<file path="src/rtl/onewire_bus_arbiter.sv">
// Round-robin arbiter sharing one 1-wire transaction engine between N_REQ requesters.
// Optional engine watchdog enabled by defining ONEWIRE_ARB_TIMEOUT_EN.
module onewire_bus_arbiter #(
    parameter int N_REQ          = 3,
    parameter int PTR_W          = 3,
    parameter int TIMEOUT_CYCLES = 6250000
) (
    input  logic               ow_clk,
    input  logic               ow_reset,
    input  logic [N_REQ-1:0]   req_valid,
    input  logic [N_REQ-1:0]   req_lock,
    input  logic [2*N_REQ-1:0] req_op,
    input  logic [8*N_REQ-1:0] req_data,
    output logic [N_REQ-1:0]   req_ready,
    output logic [N_REQ-1:0]   rsp_valid,
    output logic [8:0]         rsp_data,
    output logic               rsp_err,
    output logic [N_REQ-1:0]   grant,
    output logic               eng_cmd_valid,
    output logic [1:0]         eng_cmd_op,
    output logic [7:0]         eng_cmd_data,
    input  logic               eng_cmd_ready,
    input  logic               eng_done,
    input  logic [8:0]         eng_rd_data,
    input  logic               eng_presence,
    output logic               eng_abort
);

    localparam logic [2:0] ARB_IDLE  = 3'd0;
    localparam logic [2:0] ARB_ISSUE = 3'd1;
    localparam logic [2:0] ARB_WAIT  = 3'd2;
    localparam logic [2:0] ARB_RESP  = 3'd3;
    localparam logic [2:0] ARB_HOLD  = 3'd4;

    logic [2:0]       state_q;
    logic [PTR_W-1:0] owner_q;
    logic [PTR_W-1:0] rr_ptr_q;
    logic             lock_q;
    logic [PTR_W-1:0] win_idx;
    logic             win_found;
    logic [PTR_W-1:0] sel_idx;
    logic [PTR_W-1:0] next_rr;
    logic [1:0]       sel_op;
    logic [7:0]       sel_data;
    logic             sel_lock;
    logic             sel_valid;
    logic [N_REQ-1:0] sel_oh;
    logic [N_REQ-1:0] owner_oh;
    logic             accept;
    logic             owner_lock;
    logic             tmo;

    // Round-robin winner: valid requester closest to rr_ptr going upward
    always_comb begin : p_search
        int d;
        int best;
        win_found = 1'b0;
        win_idx   = '0;
        best      = N_REQ;
        for (int k = 0; k < N_REQ; k++) begin
            d = k - int'(rr_ptr_q);
            if (d < 0) d = d + N_REQ;
            if (req_valid[k] && d < best) begin
                best      = d;
                win_idx   = PTR_W'(k);
                win_found = 1'b1;
            end
        end
    end

    assign sel_idx = (state_q == ARB_HOLD) ? owner_q : win_idx;
    assign next_rr = (win_idx == PTR_W'(N_REQ - 1)) ? '0 : win_idx + 1'b1;

    // Pick out the request fields of the candidate and the owner
    always_comb begin
        sel_op     = 2'b00;
        sel_data   = 8'h00;
        sel_lock   = 1'b0;
        sel_valid  = 1'b0;
        sel_oh     = '0;
        owner_oh   = '0;
        owner_lock = 1'b0;
        for (int k = 0; k < N_REQ; k++) begin
            if (PTR_W'(k) == sel_idx) begin
                sel_op    = req_op[2*k +: 2];
                sel_data  = req_data[8*k +: 8];
                sel_lock  = req_lock[k];
                sel_valid = req_valid[k];
                sel_oh[k] = 1'b1;
            end
            if (PTR_W'(k) == owner_q) begin
                owner_oh[k] = 1'b1;
                owner_lock  = req_lock[k];
            end
        end
    end

    assign accept = ((state_q == ARB_IDLE) && win_found) ||
                    ((state_q == ARB_HOLD) && sel_valid);
    assign req_ready     = accept ? sel_oh : '0;
    assign rsp_valid     = (state_q == ARB_RESP) ? owner_oh : '0;
    assign eng_cmd_valid = (state_q == ARB_ISSUE);

`ifdef ONEWIRE_ARB_TIMEOUT_EN
    logic [31:0] wd_q;
    logic        err_q;
    logic        busy;

    assign busy = (state_q == ARB_ISSUE) || (state_q == ARB_WAIT);
    // A done in the limit cycle wins over the timeout
    assign tmo = busy && (wd_q == 32'(TIMEOUT_CYCLES - 1)) &&
                 !((state_q == ARB_WAIT) && eng_done);
    assign rsp_err   = (state_q == ARB_RESP) && err_q;
    assign eng_abort = (state_q == ARB_RESP) && err_q;

    // Watchdog over the issue and wait phases of one operation
    always_ff @(posedge ow_clk) begin
        if (ow_reset) begin
            wd_q  <= '0;
            err_q <= 1'b0;
        end else if (accept) begin
            wd_q  <= '0;
            err_q <= 1'b0;
        end else begin
            if (busy) wd_q <= wd_q + 32'd1;
            if (tmo) err_q <= 1'b1;
        end
    end
`else
    // Without the watchdog the limit has no effect
    assign tmo       = 1'b0;
    assign rsp_err   = 1'b0 & (TIMEOUT_CYCLES == 0);
    assign eng_abort = 1'b0;
`endif

    // Arbitration state, owner, latched command and response capture
    always_ff @(posedge ow_clk) begin
        if (ow_reset) begin
            state_q      <= ARB_IDLE;
            owner_q      <= '0;
            rr_ptr_q     <= '0;
            lock_q       <= 1'b0;
            grant        <= '0;
            eng_cmd_op   <= 2'b00;
            eng_cmd_data <= 8'h00;
            rsp_data     <= 9'h000;
        end else begin
            unique case (state_q)
                ARB_IDLE: begin
                    if (accept) begin
                        eng_cmd_op   <= sel_op;
                        eng_cmd_data <= sel_data;
                        lock_q       <= sel_lock;
                        owner_q      <= win_idx;
                        grant        <= sel_oh;
                        rr_ptr_q     <= next_rr;
                        state_q      <= ARB_ISSUE;
                    end
                end
                ARB_ISSUE: begin
                    if (tmo) begin
                        rsp_data <= 9'h1FF;
                        lock_q   <= 1'b0;
                        state_q  <= ARB_RESP;
                    end else if (eng_cmd_ready) begin
                        state_q <= ARB_WAIT;
                    end
                end
                ARB_WAIT: begin
                    if (eng_done) begin
                        case (eng_cmd_op)
                            2'b00:   rsp_data <= {8'h00, eng_presence};
                            2'b10:   rsp_data <= {1'b0, eng_rd_data[7:0]};
                            2'b11:   rsp_data <= eng_rd_data;
                            default: rsp_data <= 9'h000;
                        endcase
                        state_q <= ARB_RESP;
                    end else if (tmo) begin
                        rsp_data <= 9'h1FF;
                        lock_q   <= 1'b0;
                        state_q  <= ARB_RESP;
                    end
                end
                ARB_RESP: begin
                    if (lock_q) begin
                        state_q <= ARB_HOLD;
                    end else begin
                        grant   <= '0;
                        state_q <= ARB_IDLE;
                    end
                end
                ARB_HOLD: begin
                    if (accept) begin
                        eng_cmd_op   <= sel_op;
                        eng_cmd_data <= sel_data;
                        lock_q       <= sel_lock;
                        state_q      <= ARB_ISSUE;
                    end else if (!owner_lock) begin
                        grant   <= '0;
                        state_q <= ARB_IDLE;
                    end
                end
                default: begin
                    grant   <= '0;
                    state_q <= ARB_IDLE;
                end
            endcase
        end
    end

endmodule

</file>
<file path="config.mk">
export PLATFORM = sky130hd
export DESIGN_NAME = onewire_bus_arbiter
export DESIGN_NICKNAME = d
export VERILOG_FILES = /design/src/rtl/onewire_bus_arbiter.sv
export SDC_FILE = /design/constraint.sdc
export NUM_CORES = 1
export LEC_CHECK = 0
export CORE_MARGIN = 5
export CORE_UTILIZATION = 45
export CTS_CLUSTER_DIAMETER = 50
export CTS_CLUSTER_SIZE = 12
export DETAILED_ROUTE_END_ITERATION = 7
export GPL_TIMING_DRIVEN = 0
export PLACE_DENSITY = 0.78
export SYNTH_ARGS = -nofsm -noshare
export SYNTH_HDL_FRONTEND = slang
export SYNTH_SLANG_ARGS = --single-unit
</file>
<file path="constraint.sdc">
create_clock -name ow_clk -period 7.7 [get_ports ow_clk]
set_input_delay 1.54 -clock ow_clk [delete_from_list [all_inputs] [get_ports ow_clk]]
set_output_delay 1.54 -clock ow_clk [all_outputs]
set_load 0.01 [all_outputs]
</file>
### Yosys cells after proc, flatten, opt, wreduce, memory -nomap -nowiden

Cells that the tools add are included.

| storage, ports and cells | value |
|---|---|
| flip-flop bits (word level) | 32 |
| output and inout port bits | 31 |

| cells by class | value |
|---|---|
| reductions and logical operators | 17 |
| bitwise operators | 1 |
| equal/unequal tests | 18 |
| add/sub/neg operators | 7 |
| order comparisons | 6 |
| multiplexer cells | 47 |

Operators by type and width:

| kind | number |
|---|---|
| 32-bit two-way mux | 5 |
| 32-bit less-than comparator | 2 |
| 3-bit two-way mux | 13 |
| 32-bit by 3-bit less-than comparator with 1-bit output, second input constant | 1 |
| 9-bit case mux with 3 select lines | 1 |
| 8-bit two-way mux | 3 |
| 1-bit two-way mux | 19 |
| 4-bit by 3-bit adder with 5-bit output, second input constant | 3 |
| 3-bit case mux with 5 select lines | 1 |
| 4-bit by 1-bit less-than comparator with 1-bit output, second input constant | 3 |
| 3-bit case mux with 4 select lines | 1 |
| 2-bit != test, second input constant | 5 |
| 3-bit by 2-bit equality test with 1-bit output, second input constant | 3 |
| 3-bit logical NOT | 3 |
| 2-bit two-way mux | 4 |
| 1-bit by 3-bit subtractor with 4-bit output, first input constant | 2 |
| 1-bit by 3-bit equality test with 1-bit output, first input constant | 2 |
| 2-bit by 3-bit equality test with 1-bit output, first input constant | 2 |
| 2-bit AND reduction | 3 |
| 1-bit logical AND | 5 |
| 5-bit AND reduction | 1 |
| 2-bit equality test, second input constant | 2 |
| 4-bit AND reduction | 1 |
| 2-bit OR reduction | 2 |
| other kinds (9) | 9 |

### Depth between registers and ports, before layout

| logic depth | value |
|---|---|
| word-level depth | 21 |
| depth in mapped cells | 24 |
| mapped depth without buffers | 20 |

### Worst setup path after synthesis

Ideal clock, no wire load.

| timing path | value |
|---|---|
| kind | in2out |
| start | input port req_valid[0] |
| end | output port req_ready[0] |
| stages on the path | 17 |
| arrival | 4.725 ns |
| slack | 1.435 ns |
| path buffers | 2 |
| required time | 6.160 ns |
| cell sequence | nor2b_1 nand3_1 ha_1 a211oi_2 nand3_1 o211ai_2 nor2_1 a21oi_1 ha_1 nor2b_1 a21o_1 o311ai_1 o21ba_2 buf_6 a2bb2oi_4 buf_4 nor3b_1 |

| on the way | value |
|---|---|
| word-level cells in the longest chain between the ends | 16 |

RTL lines:

| element | RTL line | RTL |
|---|---|---|
| start: declaration | 10 | `input logic [N_REQ-1:0] req_valid,` |
| 1-bit logical AND | 63 | `if (req_valid[k] && d < best) begin` |
| 32-bit two-way mux | 63 |  |
| 32-bit less-than comparator | 63 |  |
| 1-bit logical AND | 63 |  |
| 32-bit two-way mux | 63 |  |
| 32-bit less-than comparator | 63 |  |
| 1-bit logical AND | 63 |  |
| 2-bit two-way mux | 63 |  |
| 3-bit two-way mux | 71 | `assign sel_idx = (state_q == ARB_HOLD) ? owner_q : win_idx;` |
| 3-bit logical NOT | 84 | `if (PTR_W'(k) == sel_idx) begin` |
| 1-bit two-way mux (3 in series) | 84 |  |
| 1-bit logical AND | 99 | `((state_q == ARB_HOLD) && sel_valid);` |
| 1-bit logical OR | 98 | `assign accept = ((state_q == ARB_IDLE) && win_found) \|\|` |
| 3-bit two-way mux (*) | 100 | `assign req_ready = accept ? sel_oh : '0;` |
| end: declaration | 14 | `output logic [N_REQ-1:0] req_ready,` |

Mark *: on every way between the ends. The rest lies on a longest branch, timed or not.

### Final worst setup path

Ends and elaborated chain as after synthesis.

==> run metrics <==
status finished, final reports clean; min Tclk post-route between 7 and 8 ns; CTS root buffer clkbuf_8; maximum level of the CTS H-tree 2; Final setup viols 0; total power about 1.5 mW; vias in the first global route 2600; TritonCTS clock tree done; TritonRoute pass-1 iters 4; GRT overflow 0; Syn. warnings 0; Fill cells between 400 and 500; GR Util All Layers 0.201; Hold Fails Final Rpt 0; clk buf depth 2; Mapped Area approximately 2500 um^2; ANT cells 0; CTS Buf Count 5; 1st-iter DRT viols 126; Worst-Margin Slew approximately 0.57 ns; DRC Markers 0; top cells by area, synth dfxtp_1 24%, ha_1 9.0%, a21oi_1 5.4%; CP Capture Type primary output; Total Wirelength between 7000 and 8000 um; Die X 84.4 um; max-slew violations 0; FF+latch count, synth 30; global-route wire length before repair approximately 12000 um; min-delay worst type reg -> reg; CP arrival 5.86 ns; vias per cell approximately 5.5; Synth Instances just under 300; Fmax around 140 MHz; setup_tns 0 ns; routed vias roughly 2600; Initial Util 0.458; die area 7120 um^2; Port-buffer cells between 70 and 80; count of flip-flops with a built-in enable after synthesis 0; maxcap violations 0; RSZ-0062 raised after global routing no; Async SR Flop Fraction 0; Core Box Area approximately 5400 um^2; routed len/inst 15.3 um; initial antenna violation count 0; synthesis-to-layout area growth 43.5%; Pwr Density approximately 430 nW/um^2; peak supply drop between 0.0002 and 0.0003 V; count leader, synth dfxtp_1; Routed Antenna Nets 0; layout cells sized above 1 0.163; Clk pin slew, worst setup/hold paths 0.07 ns; Static Leak 1.38 nW; nets 460; Synth top cells by count 30 x dfxtp_1, 27 x a21oi_1, 25 x nand2_1; Row Count 27; pin count of the biggest net entering global routing 11; GP Congestion roughly 0.91; register area share after synthesis 0.241; CTS sink cnt 30; I/O pin cnt between 80 and 90; Unique masters post-synth a little under 60; Synth area leader dfxtp_1; latest clock arrival within the worst-skew pair between 0.2 and 0.3 ns; post-DP HPWL between 5000 and 6000 um; Chip Height 84.4 um; dominant synthesized flop cell dfxtp_1; Avg Cell Area, Syn roughly 8.4 um^2; critical path class in -> out; Worst setup SP type primary input; critical path fanouts, max 10; clk_skew roughly 0.01 ns; Slew Limit Headroom 0.616; CP required about 6 ns; period utilization 0.961; Yosys top cell area share 0.241
## sequential cells by signal (all words and copies together), names as in the netlist
register and flops:
eng_cmd_data 8, owner_q 2, rsp_data 9, grant 3, lock_q 1, rr_ptr_q 2
state_q 3, eng_cmd_op 2
## area by class of cell
type | instances | area (um^2) | share of cell area
Tap cell | 72 | 90.1 | 0.0252
Clock inverter | 2 | 12.5 | 0.00350
Multi-Input combinational cell | 227 | 1730 | 0.483
Inverter | 17 | 63.8 | 0.0178
Timing Repair Buffer | 86 | 843 | 0.236
Buffer | 24 | 155 | 0.0434
Sequential cell | 30 | 602 | 0.168
Clock buffer | 6 | 82.6 | 0.0231
## through the flow
stage | worst slack (ns) | util | cells | hold slack [ns] | instance area [um^2]
floorplan | 1.44 | - | 298 | 0.476 | 2490
global placement | 0.0529 | 0.619 | 448 | 0.438 | 3370
detailed placement | 0.0110 | 0.619 | 448 | 0.447 | 3370
CTS | 0.0212 | 0.638 | 456 | 0.457 | 3470
global route | 0.0110 | 0.657 | 464 | 0.479 | 3580
finish | 0.298 | 0.657 | 464 | 0.453 | 3580
## power breakdown
group          switching, mW  total (mW)  internal (mW)
clock                 0.0661       0.138         0.0718
sequential            0.0201       0.218          0.198
combinational          0.585        1.17          0.588
total                  0.672        1.53          0.858
## kinds of logic after synthesis
| family | Yosys count | synth area share |
|---|---|---|
| AO/OA/AOI/OAI | 101 | 0.309 |
| AND/OR/NAND/NOR | 90 | 0.188 |
| buffers and inverters | 41 | 0.0879 |
| flip-flops | 30 | 0.241 |
| adder cells (fa/ha/maj) | 19 | 0.0984 |
| multiplexers | 14 | 0.0698 |
| other | 1 | 0.00151 |
| XOR/XNOR | 1 | 0.00352 |
## path summary, 6_finish.rpt
check               startpoint               to  slack [ns]  depth (start not counted)
setup / recovery  req_valid[0]     req_ready[0]        0.30                         18
hold reg to reg    rsp_data[5]      rsp_data[5]        0.45                          2
setup reg to reg    owner_q[0]  eng_cmd_data[0]        2.31                         24
hold / removal     rsp_data[5]      rsp_data[5]        0.45                          2
## per-layer routing
layer | GRT usage | wire (um)
met5 | 0 | 0
met4 | 0.0590 | 74
met3 | 0.0559 | 556
met2 | 0.333 | 3270
met1 | 0.255 | 3180
## cell usage in the layout, fill, tap and decap left out, types with 5 or more instances in the layout
cell type | synthesis | layout
clkbuf_8 | 0 | 6
inv_1 | 17 | 17
nor3b_1 | 6 | 6
ha_1 | 18 | 17
clkbuf_1 | 10 | 10
nand2_1 | 25 | 25
a211oi_1 | 17 | 17
nand3_1 | 13 | 13
nor2_1 | 15 | 15
mux2_2 | 7 | 7
dfxtp_1 | 30 | 29
o21ai_0 | 9 | 9
nand2b_1 | 5 | 5
buf_4 | 5 | 13
nor3_1 | 8 | 7
clkdlybuf4s50_1 | 0 | 77
a31o_1 | 9 | 9
a22o_1 | 11 | 11
mux2_4 | 5 | 5
a21oi_1 | 27 | 27
## critical path, cell delays in order
cell	delay [ns]
clkdlybuf4s50_1	0.53
nor2b_4	0.18
nand3_1	0.14
ha_4	0.26
a211oi_4	0.27
nand4_1	0.26
o211a_4	0.25
o21ai_0	0.17
ha_1	0.25
o211ai_1	0.27
o311ai_1	0.15
o21ba_2	0.26
buf_6	0.13
o31ai_4	0.09
buf_6	0.14
buf_4	0.17
nor3b_1	0.20
clkdlybuf4s50_1	0.57
## repair_timing
item,4_1_cts,5_1_grt
pin swaps,0,6
hold endpoints to repair,0,0
buffers inserted,0,8
setup endpoints to repair,1,3
hold buffers,0,0
gates resized for setup,1,9
(Power assumes the default switching activity.)
